==> src/rtl/sin_wave_ctrl.sv <==
// sin_wave_ctrl
// Address sequencer for the 9-bit sine lookup block. A phase accumulator
// steps by a programmable frequency word once per sample tick (one tick every
// div+1 clocks). The top 9 phase bits form the LUT address. Runs continuously
// or for a fixed number of waveform periods (burst mode).
//
// Ports:
//   clk, rst         system clock (rising edge), synchronous active-high reset
//   cfg_we           latch all cfg_* inputs (only while idle)
//   cfg_freq         phase increment per sample tick
//   cfg_div          prescaler: one sample tick every cfg_div+1 clocks
//   cfg_cycles       burst length in waveform periods (0 behaves as 1)
//   cfg_burst        1 = burst mode, 0 = continuous
//   start, stop      single-cycle run control requests
//   count            LUT address (to sin_wave.count)
//   sample_strobe    count holds a new sample address this cycle
//   wrap             phase add overflowed (coincident with sample_strobe)
//   sample_valid     sample_strobe delayed by LUT_LAT, aligned with LUT val
//   busy             sequencer is running or draining
//   done             one-cycle pulse on return to idle

module sin_wave_ctrl #(
    parameter int PHASE_W = 16,
    parameter int DIV_W   = 16,
    parameter int LUT_LAT = 1
) (
    input  logic               clk,
    input  logic               rst,
    input  logic               cfg_we,
    input  logic [PHASE_W-1:0] cfg_freq,
    input  logic [DIV_W-1:0]   cfg_div,
    input  logic [7:0]         cfg_cycles,
    input  logic               cfg_burst,
    input  logic               start,
    input  logic               stop,
    output logic [8:0]         count,
    output logic               sample_strobe,
    output logic               wrap,
    output logic               sample_valid,
    output logic               busy,
    output logic               done
);

    // Elaboration-time parameter sanity checks
    if (PHASE_W < 9) begin : g_bad_phase_w
        $error("sin_wave_ctrl: PHASE_W must be >= 9");
    end
    if (LUT_LAT < 1) begin : g_bad_lut_lat
        $error("sin_wave_ctrl: LUT_LAT must be >= 1");
    end

    localparam int DRAIN_W = $clog2(LUT_LAT + 1);

    typedef enum logic [1:0] {
        IDLE  = 2'd0,
        RUN   = 2'd1,
        DRAIN = 2'd2
    } state_t;

    state_t state, state_next;

    // Configuration registers
    logic [PHASE_W-1:0] freq_q, freq_next;
    logic [DIV_W-1:0]   div_q, div_next;
    logic [7:0]         cycles_q, cycles_next;
    logic               burst_q, burst_next;

    // Datapath registers
    logic [PHASE_W-1:0] phase, phase_next;
    logic [DIV_W-1:0]   presc, presc_next;
    logic [7:0]         wcnt, wcnt_next;
    logic [DRAIN_W-1:0] dcnt, dcnt_next;
    logic               strobe_next;
    logic               wrap_next;
    logic               done_next;
    logic [LUT_LAT-1:0] valid_pipe;

    // Phase add with carry-out; the carry is what marks a completed period
    logic [PHASE_W-1:0] phase_sum;
    logic               phase_carry;
    logic               tick;
    logic [7:0]         cycles_eff;
    logic               burst_last;

    assign {phase_carry, phase_sum} = {1'b0, phase} + {1'b0, freq_q};
    assign tick       = (presc == div_q);
    assign cycles_eff = (cycles_q == 8'd0) ? 8'd1 : cycles_q;

    // The wrap counter is only 8 bits, so compare in 9 bits to keep the +1
    // from rolling over when cycles_eff is 255.
    assign burst_last = burst_q && phase_carry
                        && (({1'b0, wcnt} + 9'd1) >= {1'b0, cycles_eff});

    assign count        = phase[PHASE_W-1 -: 9];
    assign sample_valid = valid_pipe[LUT_LAT-1];

    // State register
    always_ff @(posedge clk) begin
        if (rst) begin
            state <= IDLE;
        end else begin
            state <= state_next;
        end
    end

    // Next-state and next-datapath logic
    always_comb begin
        state_next  = state;
        phase_next  = phase;
        presc_next  = presc;
        wcnt_next   = wcnt;
        dcnt_next   = dcnt;
        strobe_next = 1'b0;
        wrap_next   = 1'b0;
        done_next   = 1'b0;
        freq_next   = freq_q;
        div_next    = div_q;
        cycles_next = cycles_q;
        burst_next  = burst_q;

        case (state)
            IDLE: begin
                if (cfg_we) begin
                    freq_next   = cfg_freq;
                    div_next    = cfg_div;
                    cycles_next = cfg_cycles;
                    burst_next  = cfg_burst;
                end
                // start wins over a simultaneous stop; first sample is phase 0
                if (start) begin
                    state_next  = RUN;
                    phase_next  = '0;
                    presc_next  = '0;
                    wcnt_next   = '0;
                    strobe_next = 1'b1;
                end
            end

            RUN: begin
                if (stop) begin
                    state_next = DRAIN;
                    dcnt_next  = '0;
                end else if (tick) begin
                    presc_next = '0;
                    // The period-completing add of the final burst period is
                    // discarded so the address never shows the restart point.
                    if (burst_last) begin
                        state_next = DRAIN;
                        dcnt_next  = '0;
                    end else begin
                        phase_next  = phase_sum;
                        strobe_next = 1'b1;
                        wrap_next   = phase_carry;
                        wcnt_next   = wcnt + {7'd0, phase_carry};
                    end
                end else begin
                    presc_next = presc + DIV_W'(1);
                end
            end

            DRAIN: begin
                // Hold off idle until every in-flight valid has emerged
                if (dcnt == DRAIN_W'(LUT_LAT - 1)) begin
                    state_next = IDLE;
                    phase_next = '0;
                    done_next  = 1'b1;
                end else begin
                    dcnt_next = dcnt + DRAIN_W'(1);
                end
            end

            default: begin
                state_next = IDLE;
            end
        endcase
    end

    // Datapath, configuration and registered outputs
    always_ff @(posedge clk) begin
        if (rst) begin
            phase         <= '0;
            presc         <= '0;
            wcnt          <= '0;
            dcnt          <= '0;
            freq_q        <= '0;
            div_q         <= '0;
            cycles_q      <= '0;
            burst_q       <= 1'b0;
            sample_strobe <= 1'b0;
            wrap          <= 1'b0;
            busy          <= 1'b0;
            done          <= 1'b0;
        end else begin
            phase         <= phase_next;
            presc         <= presc_next;
            wcnt          <= wcnt_next;
            dcnt          <= dcnt_next;
            freq_q        <= freq_next;
            div_q         <= div_next;
            cycles_q      <= cycles_next;
            burst_q       <= burst_next;
            sample_strobe <= strobe_next;
            wrap          <= wrap_next;
            busy          <= (state_next != IDLE);
            done          <= done_next;
        end
    end

    // Delay line lining sample_strobe up with the LUT output
    always_ff @(posedge clk) begin
        if (rst) begin
            valid_pipe <= '0;
        end else begin
            valid_pipe[0] <= sample_strobe;
            for (int i = 1; i < LUT_LAT; i++) begin
                valid_pipe[i] <= valid_pipe[i-1];
            end
        end
    end

endmodule

==> config.mk <==
export PLATFORM = sky130hd
export DESIGN_NAME = sin_wave_ctrl
export DESIGN_NICKNAME = d
export VERILOG_FILES = /design/src/rtl/sin_wave_ctrl.sv
export SDC_FILE = /design/constraint.sdc
export NUM_CORES = 1
export LEC_CHECK = 0
export ABC_AREA = 1
export BUFFER_PORTS_ARGS = -buffer_cell sky130_fd_sc_hd__buf_2
export CORE_MARGIN = 3
export CORE_UTILIZATION = 34
export DETAILED_ROUTE_END_ITERATION = 12
export PLACE_DENSITY = 0.56
export REMOVE_ABC_BUFFERS = 1
export SLEW_MARGIN = 15
export SYNTH_ARGS = -nofsm -noshare
export SYNTH_HDL_FRONTEND = slang
export SYNTH_SLANG_ARGS = --single-unit
==> constraint.sdc <==
create_clock -name clk -period 7.15 [get_ports clk]
set_clock_uncertainty 0.05 [all_clocks]
set_input_delay 0.3575 -clock clk [delete_from_list [all_inputs] [get_ports clk]]
set_output_delay 0.3575 -clock clk [all_outputs]
set_load 0.05 [all_outputs]
==> impl_metrics.yaml, run 1 <==
worst_setup_path:
  crit_slowest_cell: "dfxtp_1"
  cp.arrival_ns: 3.00
  rr_worst_depth: 15
  path_cells: "ha_1 -> inv_1 -> nor2_2 -> xor2_1 -> ha_1 -> a21o_1 -> nor2_1 -> nor2_1 -> nor2_1 -> nand3_2 -> nand2_4 -> nand2_2 -> nand2_1 -> nor2_1 -> nor2_1"
  slowest_delay_ns: 0.45
  crit_required_ns: 7.39
  r2r_slack_ns: 4.39
  path_class: "flop to flop"
  cp_max_fo: 18
  r2r_start: "wcnt[0]"
  critPathCaptureType: "flop"
  startpoint_type: "flop"
  reg2reg_to: "wcnt[1]"
  timing.critical_path.mode_cell: "nor2_1"
layout:
  post-route-cell-area_um2: 5884
  fill_cells: 1627
  area_growth_pct: 12.81
  final_layout_size_suffix_gt1_frac: 0.1651
  antenna_cells: 0
  fin_nets: 833
sta:
  fin_ws_ns: 4.390
  setup_viol: 0
  hold_viol: 0
  relSlewSlack: 0.3178
  drv_slew: 0
  worst_pin_slew_ns: 1.022
  fin_crit_sh: 0.3860
  finalSetupTns_ns: 0
  layout_min_cycle_time_ns: 2.760
  fmaxAchievable_ghz: 0.3623
  rsz0062_at_grt: "false"
  whs_ns: 0.2111
logic_synthesis:
  async_flop_share: 0
  synth_seq_cells: 88
  synth.distinct_cells: 44
  synth.yosys.seq_area_share: 0.3377
  yosys.area.top_type_share: 0.3377
  syn_inst: 717
  synth_warnings: 0
  synthTopCellsByArea: "dfxtp_1, nand2_1, nor2_1"
  syn_area_um2: 5216
  synth_ff_type: "dfxtp_1"
  synth_commonest_cells: "nand2_1, nor2_1, dfxtp_1, inv_1, o21ai_0"
  yosys.area.top_type: "dfxtp_1"
  synth-edff-count: 0
  synth_most_common_cell: "nand2_1"
  syn_avg_cell_area_um2: 7.275
clock_network:
  cts_repair_resize_count: 0
  cts_tree: "done"
  clk_pin_slew_worst_paths_ns: 0.07
  holdBufCountCts: 0
  postCtsSetupBuffers: 0
  clock_path_buffers: 2
  cts_root_buf: "clkbuf_16"
  clk_latency_ns: 0.35
  cts_sinks: 88
  numCtsBuffers: 9
  ctsHtreeMaxLevel: 3
detailed_routing:
  vias: 4521
  firstDrtPassIters: 4
  drt-total-wl_um: 12190
  via_per_inst: 4.774
  drc: 0
  avgRoutedWirePerCell_um: 12.87
  drtIter0Drc: 335
  postRouteAntennaNets: 0
hold_path:
  min-delay-start: "cfg_div[1]"
  hold_depth: 3
  min_to: "div_q[1]"
  hold_path_class: "input port to flop"
floorplanning:
  fp.dieH_um: 129.9
  initial_core_util: 0.3535
  boundaryPins: 60
  coreArea_um2: 14750
  dieArea_um2: 16860
  fp-row-count: 44
  die_w_um: 129.9
place:
  pre_cts_ws_ns: 4.388
  hpwl_um: 8847
  place.gp.congestion: 0.8450
  port_buffers: 59
  place_area_um2: 5554
global_route:
  grt_pass1_wl_um: 20330
  antenna_found_initial: 0
  overflow: 0
  grt_max_degree: 53
  grt_pass1_vias: 4293
  grt.total_usage: 0.1505
status:
  status: "finished, final reports clean"
power:
  powerDensity_nw_per_um2: 206.5
  p_leak_uw: 0.002738
  ir_drop_mv: 0.1182
  power.total_uw: 1215
run:
  drv_cap: 0
-- critical path, delay by kind of cell, from the launching register on --
family	cells	cell delay, ns
AO/OA/AOI/OAI	1	0.17
XOR/XNOR	1	0.17
adder cells (fa/ha/maj)	2	0.52
buffers and inverters	1	0.06
flip-flops	1	0.45
AND/OR/NAND/NOR	10	1.28
-- through the flow --
| step | utilization | instances |
|---|---|---|
| finish | 0.3988 | 947 |
| global route | 0.3988 | 947 |
| CTS | 0.3988 | 947 |
| detailed placement | 0.3764 | 931 |
| global placement | 0.3764 | 931 |
| floorplan | - | 685 |
-- how the worst max path moves through the flow --
stage | from | end | slack (ns) | depth (start not counted)
finish | wcnt[0] | wcnt[1] | 4.39 | 15
global route | wcnt[0] | busy | 4.15 | 14
CTS | wcnt[0] | wcnt[1] | 4.35 | 15
detailed placement | wcnt[0] | wcnt[1] | 4.39 | 15
global placement | wcnt[0] | wcnt[1] | 4.39 | 15
floorplan | phase[11] | wcnt[4] | 4.47 | 12
-- logic make-up after synthesis --
group                      after synthesis  share of synthesized area
AOI/OAI and AO/OA                      120                     0.1314
xor gates and xnor gates                37                    0.06213
adders and majority gates               29                    0.07100
buffers and inverters                   88                    0.08059
DFF                                     88                     0.3377
and+or+nand+nor                        355                     0.3171
-- state kept, by name, summed over array words and instances, names as in the netlist, 2 cells and up --
| name | cells |
|---|---|
| state | 2 |
| phase | 16 |
| freq_q | 16 |
| wcnt | 8 |
| cycles_q | 8 |
| presc | 16 |
| div_q | 16 |
-- cell usage in the layout, fill, tap and decap left out, drive strengths merged, types with 2 or more instances in the layout --
cell	netlist	final
a211oi	3	3
a21o	2	2
a21oi	57	57
and2	2	2
buf	17	62
bufinv	0	2
clkbuf	14	10
clkinv	0	3
dfxtp	88	88
ha	28	28
inv	56	57
nand2	150	150
nand3	46	46
nand3b	10	10
nand4	8	8
nor2	125	125
nor3	7	7
nor4	3	3
o21ai	52	52
or2	3	3
xnor2	6	6
xor2	31	31
-- metal layers --
metal	GRT usage	vias to the layer above	wire (µm)
met3	0.02661	14	407
met1	0.2086	2023	6274
met5	0	-	0
met4	0.06051	0	221
met2	0.2323	69	5282
li1	-	2415	-
-- cell type report --
cell class,count,area [µm²],share of cell area
flip-flops and latches,88,1762,0.2994
clock buffers,10,239.0,0.04061
well taps,184,230.2,0.03912
clock inverters,6,91.34,0.01552
multi-input cells,541,3034,0.5156
inverters,56,210.2,0.03572
repair buffers,62,317.8,0.05401
-- power breakdown --
group / switching [µW] / internal, µW / leakage [µW]
Clock: 204 / 318 / 0.000163
Combinational: 106 / 58.5 / 0.00186
Sequential: 15.4 / 514 / 0.000720
Total: 325 / 890 / 0.00274
(Power assumes the default switching activity.)
==> run 2: changes to the inputs <==
Settings changed: ABC_AREA 1 to 0, PLACE_DENSITY 0.56 to 0.57.
Clock period 7.15 ns to 2.62 ns, I/O delays scaled along.
==> run 2 against run 1 <==
The run now ends with setup timing left. Via count decreased by 8.1%. Core utilization increased by 8.5 points. Maximum frequency increased by 0.94%. Critical path type unchanged. Highest routed layer unchanged.
==> impl_metrics.yaml, run 2 <==
status:
  status: "complete, but fails checks"
  violations: "setup timing"
floorplanning:
  dieArea_um2: 14710
  coreArea_um2: 12820
  boundaryPins: 60
  fp.dieH_um: 121.3
  die_w_um: 121.3
  fp-row-count: 41
  initial_core_util: 0.3523
layout:
  fin_nets: 759
  final_cell_mix: "nand2_1, dfxtp_1, a21oi_1, buf_2, buf_4"
  final_layout_size_suffix_gt1_frac: 0.2511
  area_growth_pct: 37.22
  fin_util: 0.4834
  final_common_cell: "nand2_1"
  antenna_cells: 0
worst_setup_path:
  cp_num_buf_inv: 2
  critPathCaptureType: "flop"
  startpoint_type: "flop"
  path_cells: "and3_4 -> nand3_2 -> xnor2_1 -> ha_1 -> nand3_2 -> a211o_1 -> a31o_4 -> a31o_4 -> buf_6 -> a211oi_4 -> buf_6 -> a22o_1"
  rr_worst_depth: 12
  cp_max_fo: 8
  crit_slowest_cell: "dfxtp_4"
  cp.arrival_ns: 2.98
  cp_num_cells: 12
  r2r_slack_ns: -0.11
  path_delay_family: "compound AO/OA/AOI/OAI gates"
  path_class: "flop to flop"
  crit_required_ns: 2.86
  slowest_delay_ns: 0.37
detailed_routing:
  vias: 4157
  drtIter0Drc: 270
  avgRoutedWirePerCell_um: 13.49
  via_per_inst: 4.828
  drc: 0
  postRouteAntennaNets: 0
  drt-total-wl_um: 11620
  firstDrtPassIters: 5
sta:
  layout_min_cycle_time_ns: 2.734
  fin_crit_sh: 1.044
  fin_ws_ns: -0.1142
  worst_pin_slew_ns: 0.6806
  finalSetupTns_ns: -1.913
  drv_slew: 0
  setup_viol: 21
  hold_viol: 0
  relSlewSlack: 0.5462
  rsz0062_at_grt: "true"
  whs_ns: 0.01057
  fmaxAchievable_ghz: 0.3657
logic_synthesis:
  synth.distinct_cells: 49
  synth_seq_cells: 88
  yosys.area.top_type: "dfxtp_1"
  synthTopCellsByArea: "dfxtp_1, nand2_1, ha_1"
  synth_compound_area_frac: 0.1759
  synth_warnings: 0
  synth.yosys.seq_area_share: 0.3899
  synthSimpleGateAreaFrac: 0.2066
  synth_most_common_cell: "nand2_1"
  synthMuxAreaShare: 0
  synth-edff-count: 0
  syn_inst: 544
  synth_top_family_by_area: "simple AND/OR/NAND/NOR gates"
  async_flop_share: 0
  synth-xor-area-share: 0.09305
  synthAdderAreaFrac: 0.08197
  synth_commonest_cells: "nand2_1, dfxtp_1, a21oi_1, nor2_1, xnor2_1"
  syn_avg_cell_area_um2: 8.305
  syn_area_um2: 4518
  synth_ff_type: "dfxtp_1"
  yosys.area.top_type_share: 0.3899
global_route:
  grt.total_usage: 0.1666
  grt_pass1_wl_um: 19600
  antenna_found_initial: 0
  grt_pass1_vias: 4247
  grt_max_degree: 39
  overflow: 0
place:
  port_buffers: 59
  hpwl_um: 8022
  place.gp.congestion: 0.8205
  pre_cts_ws_ns: -0.1781
power:
  p_leak_uw: 0.002589
  powerDensity_nw_per_um2: 506.4
  share_comb_of_total_power: 0.129
  switching_share: 0.2533
  p_int_uw: 2344
  pwr-share-clk: 0.420
  netSwitchingPower_uw: 795.4
  ir_drop_mv: 0.3009
  power_frac_seq: 0.451
clock_network:
  numCtsBuffers: 9
  clock_path_buffers: 2
  ctsHtreeMaxLevel: 3
  cts_root_buf: "clkbuf_16"
  cts_sinks: 88
  clk_latency_ns: 0.34
  cts_tree: "done"
  clk_pin_slew_worst_paths_ns: 0.07
run:
  drv_cap: 0
hold_path:
  hold_path_class: "input port to flop"
  hold_depth: 3
[run 2: changes by cell type after synthesis, moves of 14 or more]
cell / before / now
nand3_1: 43 / 22
a21oi_1: 45 / 64
nand2_1: 130 / 102
o21ai_0: 52 / 8
xor2_1: 31 / 15
a22o_1: 0 / 16
nand2_4: 14 / 0
inv_1: 53 / 17
nor2_1: 120 / 34
xnor2_1: 6 / 33
[run 2: routing by layer]
metal | up-vias | global-route usage | routed length, µm
met1 | 1917 | 0.2049 | 5290
met4 | 0 | 0.05112 | 116
met5 | - | 0 | 0
met3 | 10 | 0.03590 | 481
met2 | 73 | 0.2911 | 5729
li1 | 2157 | - | -
[run 2: cell families after synthesis]
family,after synthesis
AO/OA/AOI/OAI,123
flip-flops,88
adder cells (fa/ha/maj),29
AND/OR/NAND/NOR,207
XOR/XNOR,48
buffers and inverters,49
[run 2: power groups by stage]
| stage | combinational (µW) | clock [µW] | sequential, µW |
|---|---|---|---|
| CTS | 416 | 1360 | 1420 |
| global placement | 344 | 0 | 1450 |
| finish | 406 | 1320 | 1420 |
| global route | 456 | 1410 | 1420 |
| floorplan | 191 | 0 | 1450 |
| detailed placement | 351 | 0 | 1450 |
[run 2: path summary, 6_finish.rpt]
kind / from / endpoint
min: cfg_div[0] / div_q[0]
max: wcnt[2] / phase[2]
max reg2reg: wcnt[2] / phase[2]
min reg2reg: sample_strobe / sample_valid
[run 2: tightest hold or removal path, delay by kind of cell]
kind / cells / cell delay, ns
AOI/OAI and AO/OA: 1 / 0.06
and+or+nand+nor: 1 / 0.06
buffers and inverters: 1 / 0.10
[run 2: layout make-up]
type,instances,area (µm²)
Fill cell,1226,6625
Timing Repair Buffer,161,1176
Multi-Input combinational cell,407,2660
Inverter,17,63.81
Sequential cell,88,1779
Clock buffer,10,239.0
Clock inverter,6,66.31
Tap cell,172,215.2
[run 2: metrics by stage]
stage / area, µm² / total power [µW] / cells
after global routing: 6200 / 3286 / 861
after CTS: 6162 / 3198 / 860
after global placement: 5265 / 1791 / 796
after floorplan: 4344 / 1644 / 512
final: 6200 / 3140 / 861
after detailed placement: 5265 / 1800 / 796
[run 2: timing repair]
item / CTS / global route
pin swaps: 23 / 27
cloned: 1 / 0
hold endpoints to repair: 40 / 0
setup endpoints to repair: 27 / 28
gates resized for setup: 28 / 15
hold buffers: 40 / 0
buffers inserted: 7 / 3
==> run 3: changes to the inputs <==
Settings changed: PLACE_DENSITY 0.57 to default.
==> run 3 against run 2 <==
The run still ends with setup timing left. Core utilization decreased by 0.088 points. Worst setup slack better by 0.0079 ns. Via count decreased by 2.3%. First-iteration DRC count down 30%. Worst hold slack worse by 0.0023 ns. Critical endpoint is now phase[10]. Sequential share of layout area increased by 0.052 points. Die area unchanged.
==> impl_metrics.yaml, run 3 (synthesized netlist as in run 2, its figures left out) <==
run:
  drv_cap: 0
clock_network:
  cts_sinks: 88
  clk_latency_ns: 0.34
  clk_pin_slew_worst_paths_ns: 0.06
  numCtsBuffers: 9
  clock_path_buffers: 2
  ctsHtreeMaxLevel: 3
  cts_tree: "done"
  cts_root_buf: "clkbuf_16"
sta:
  relSlewSlack: 0.5830
  rsz0062_at_grt: "true"
  fmaxAchievable_ghz: 0.3668
  setup_viol: 21
  worst_pin_slew_ns: 0.6221
  fin_crit_sh: 1.041
  hold_viol: 0
  fin_ws_ns: -0.1063
  drv_slew: 0
  layout_min_cycle_time_ns: 2.726
global_route:
  grt_max_degree: 42
  antenna_found_initial: 0
  grt_pass1_vias: 4164
  overflow: 0
  grt.total_usage: 0.1565
  grt_pass1_wl_um: 18820
place:
  dp_cells: 788
  place.gp.congestion: 0.8468
  hpwl_um: 7788
  pre_cts_ws_ns: -0.1824
  place_area_um2: 5218
  port_buffers: 59
status:
  status: "complete, but fails checks"
  violations: "setup timing"
worst_setup_path:
  r2r_slack_ns: -0.11
  cp_max_fo: 8
  slowest_delay_ns: 0.37
  startpoint_type: "flop"
  crit_required_ns: 2.85
  cp.arrival_ns: 2.95
  path_cells: "and3_4 -> nand3_2 -> xnor2_1 -> ha_1 -> nand3_2 -> a211o_1 -> a31o_4 -> a31o_4 -> buf_6 -> a211oi_4 -> buf_6 -> buf_12 -> a22o_1"
  reg2reg_to: "phase[10]"
  r2r_start: "wcnt[4]"
  path_class: "flop to flop"
  critPathCaptureType: "flop"
  crit_slowest_cell: "dfxtp_2"
  rr_worst_depth: 13
floorplanning:
  boundaryPins: 60
  fp.dieH_um: 121.3
  fp-row-count: 41
  initial_core_util: 0.3523
  die_w_um: 121.3
  coreArea_um2: 12820
  dieArea_um2: 14710
layout:
  final_layout_size_suffix_gt1_frac: 0.2463
  final_cell_mix: "nand2_1, dfxtp_1, a21oi_1, buf_2, buf_4"
  antenna_cells: 0
  area_growth_pct: 36.97
  post-route-cell-area_um2: 6188
  fin_nets: 749
  fin_cells: 850
  final_common_cell: "nand2_1"
power:
  powerDensity_nw_per_um2: 499.7
  ir_drop_mv: 0.3523
  power.total_uw: 3092
  p_leak_uw: 0.002535
detailed_routing:
  via_per_inst: 4.780
  firstDrtPassIters: 6
  postRouteAntennaNets: 0
  drt-total-wl_um: 11150
  drc: 0
  drtIter0Drc: 190
  avgRoutedWirePerCell_um: 13.12
  vias: 4063
hold_path:
  min_to: "div_q[12]"
  hold_path_class: "input port to flop"
  hold_depth: 3
  min-delay-start: "cfg_div[12]"
## run 3: worst max-delay path by stage
stage,start,end,slack (ns),cells past startpoint
2_1_floorplan,wcnt[2],phase[10],-0.06,10
3_3_place_gp,wcnt[3],phase[10],-0.08,12
3_5_place_dp,freq_q[0],wcnt[5],-0.18,13
4_1_cts,wcnt[0],phase[10],-0.08,14
5_1_grt,wcnt[3],phase[10],-0.25,14
6_report,wcnt[4],phase[10],-0.11,13
## run 3: what timing repair did
item,CTS,global route
cloned,1,0
endpoints found under the hold margin,38,0
hold buffers,38,0
buffers inserted,6,2
pin swaps,11,25
setup endpoints to repair,26,28
gates resized for setup,42,10
## run 3: power breakdown
group	leakage (µW)	switching [µW]	internal (µW)	total, µW
sequential	0.000721	34.2	1380	1420
clock	0.000139	505	759	1260
combinational	0.00167	212	200	411
total	0.00253	751	2340	3090
## run 3: area by class of cell
cell class	count	area, µm²
clock buffers	12	246.5
clock inverters	3	42.54
fillers	1217	6636
inverters	17	63.81
multi-input cells	407	2696
flip-flops and latches	88	1779
well taps	172	215.2
repair buffers	151	1145
## run 3: metrics by stage
step                      utilization  TNS (ns)  hold WS [ns]
after CTS                      0.4778    -1.266      0.002701
after global routing           0.4825    -5.434       0.01682
after global placement         0.4068    -1.451        0.3204
after detailed placement       0.4068    -3.719        0.3272
after floorplan                     -    -1.127        0.1501
final                          0.4825    -1.727      0.008301
## run 3: layer usage
| layer | global-route usage | part of all wire |
|---|---|---|
| met1 | 0.1981 | 0.48 |
| met3 | 0.03403 | 0.039 |
| met4 | 0.04902 | 0.014 |
| met5 | 0 | 0 |
| met2 | 0.2661 | 0.47 |
## run 3: worst max-delay path, delay by kind of cell, from the launching register on
family	cells	cell delay, ns
compound gates	5	1.01
buf+inv	3	0.41
flops	1	0.37
simple gates	3	0.37
fa+ha+maj	1	0.31
xor+xnor	1	0.14
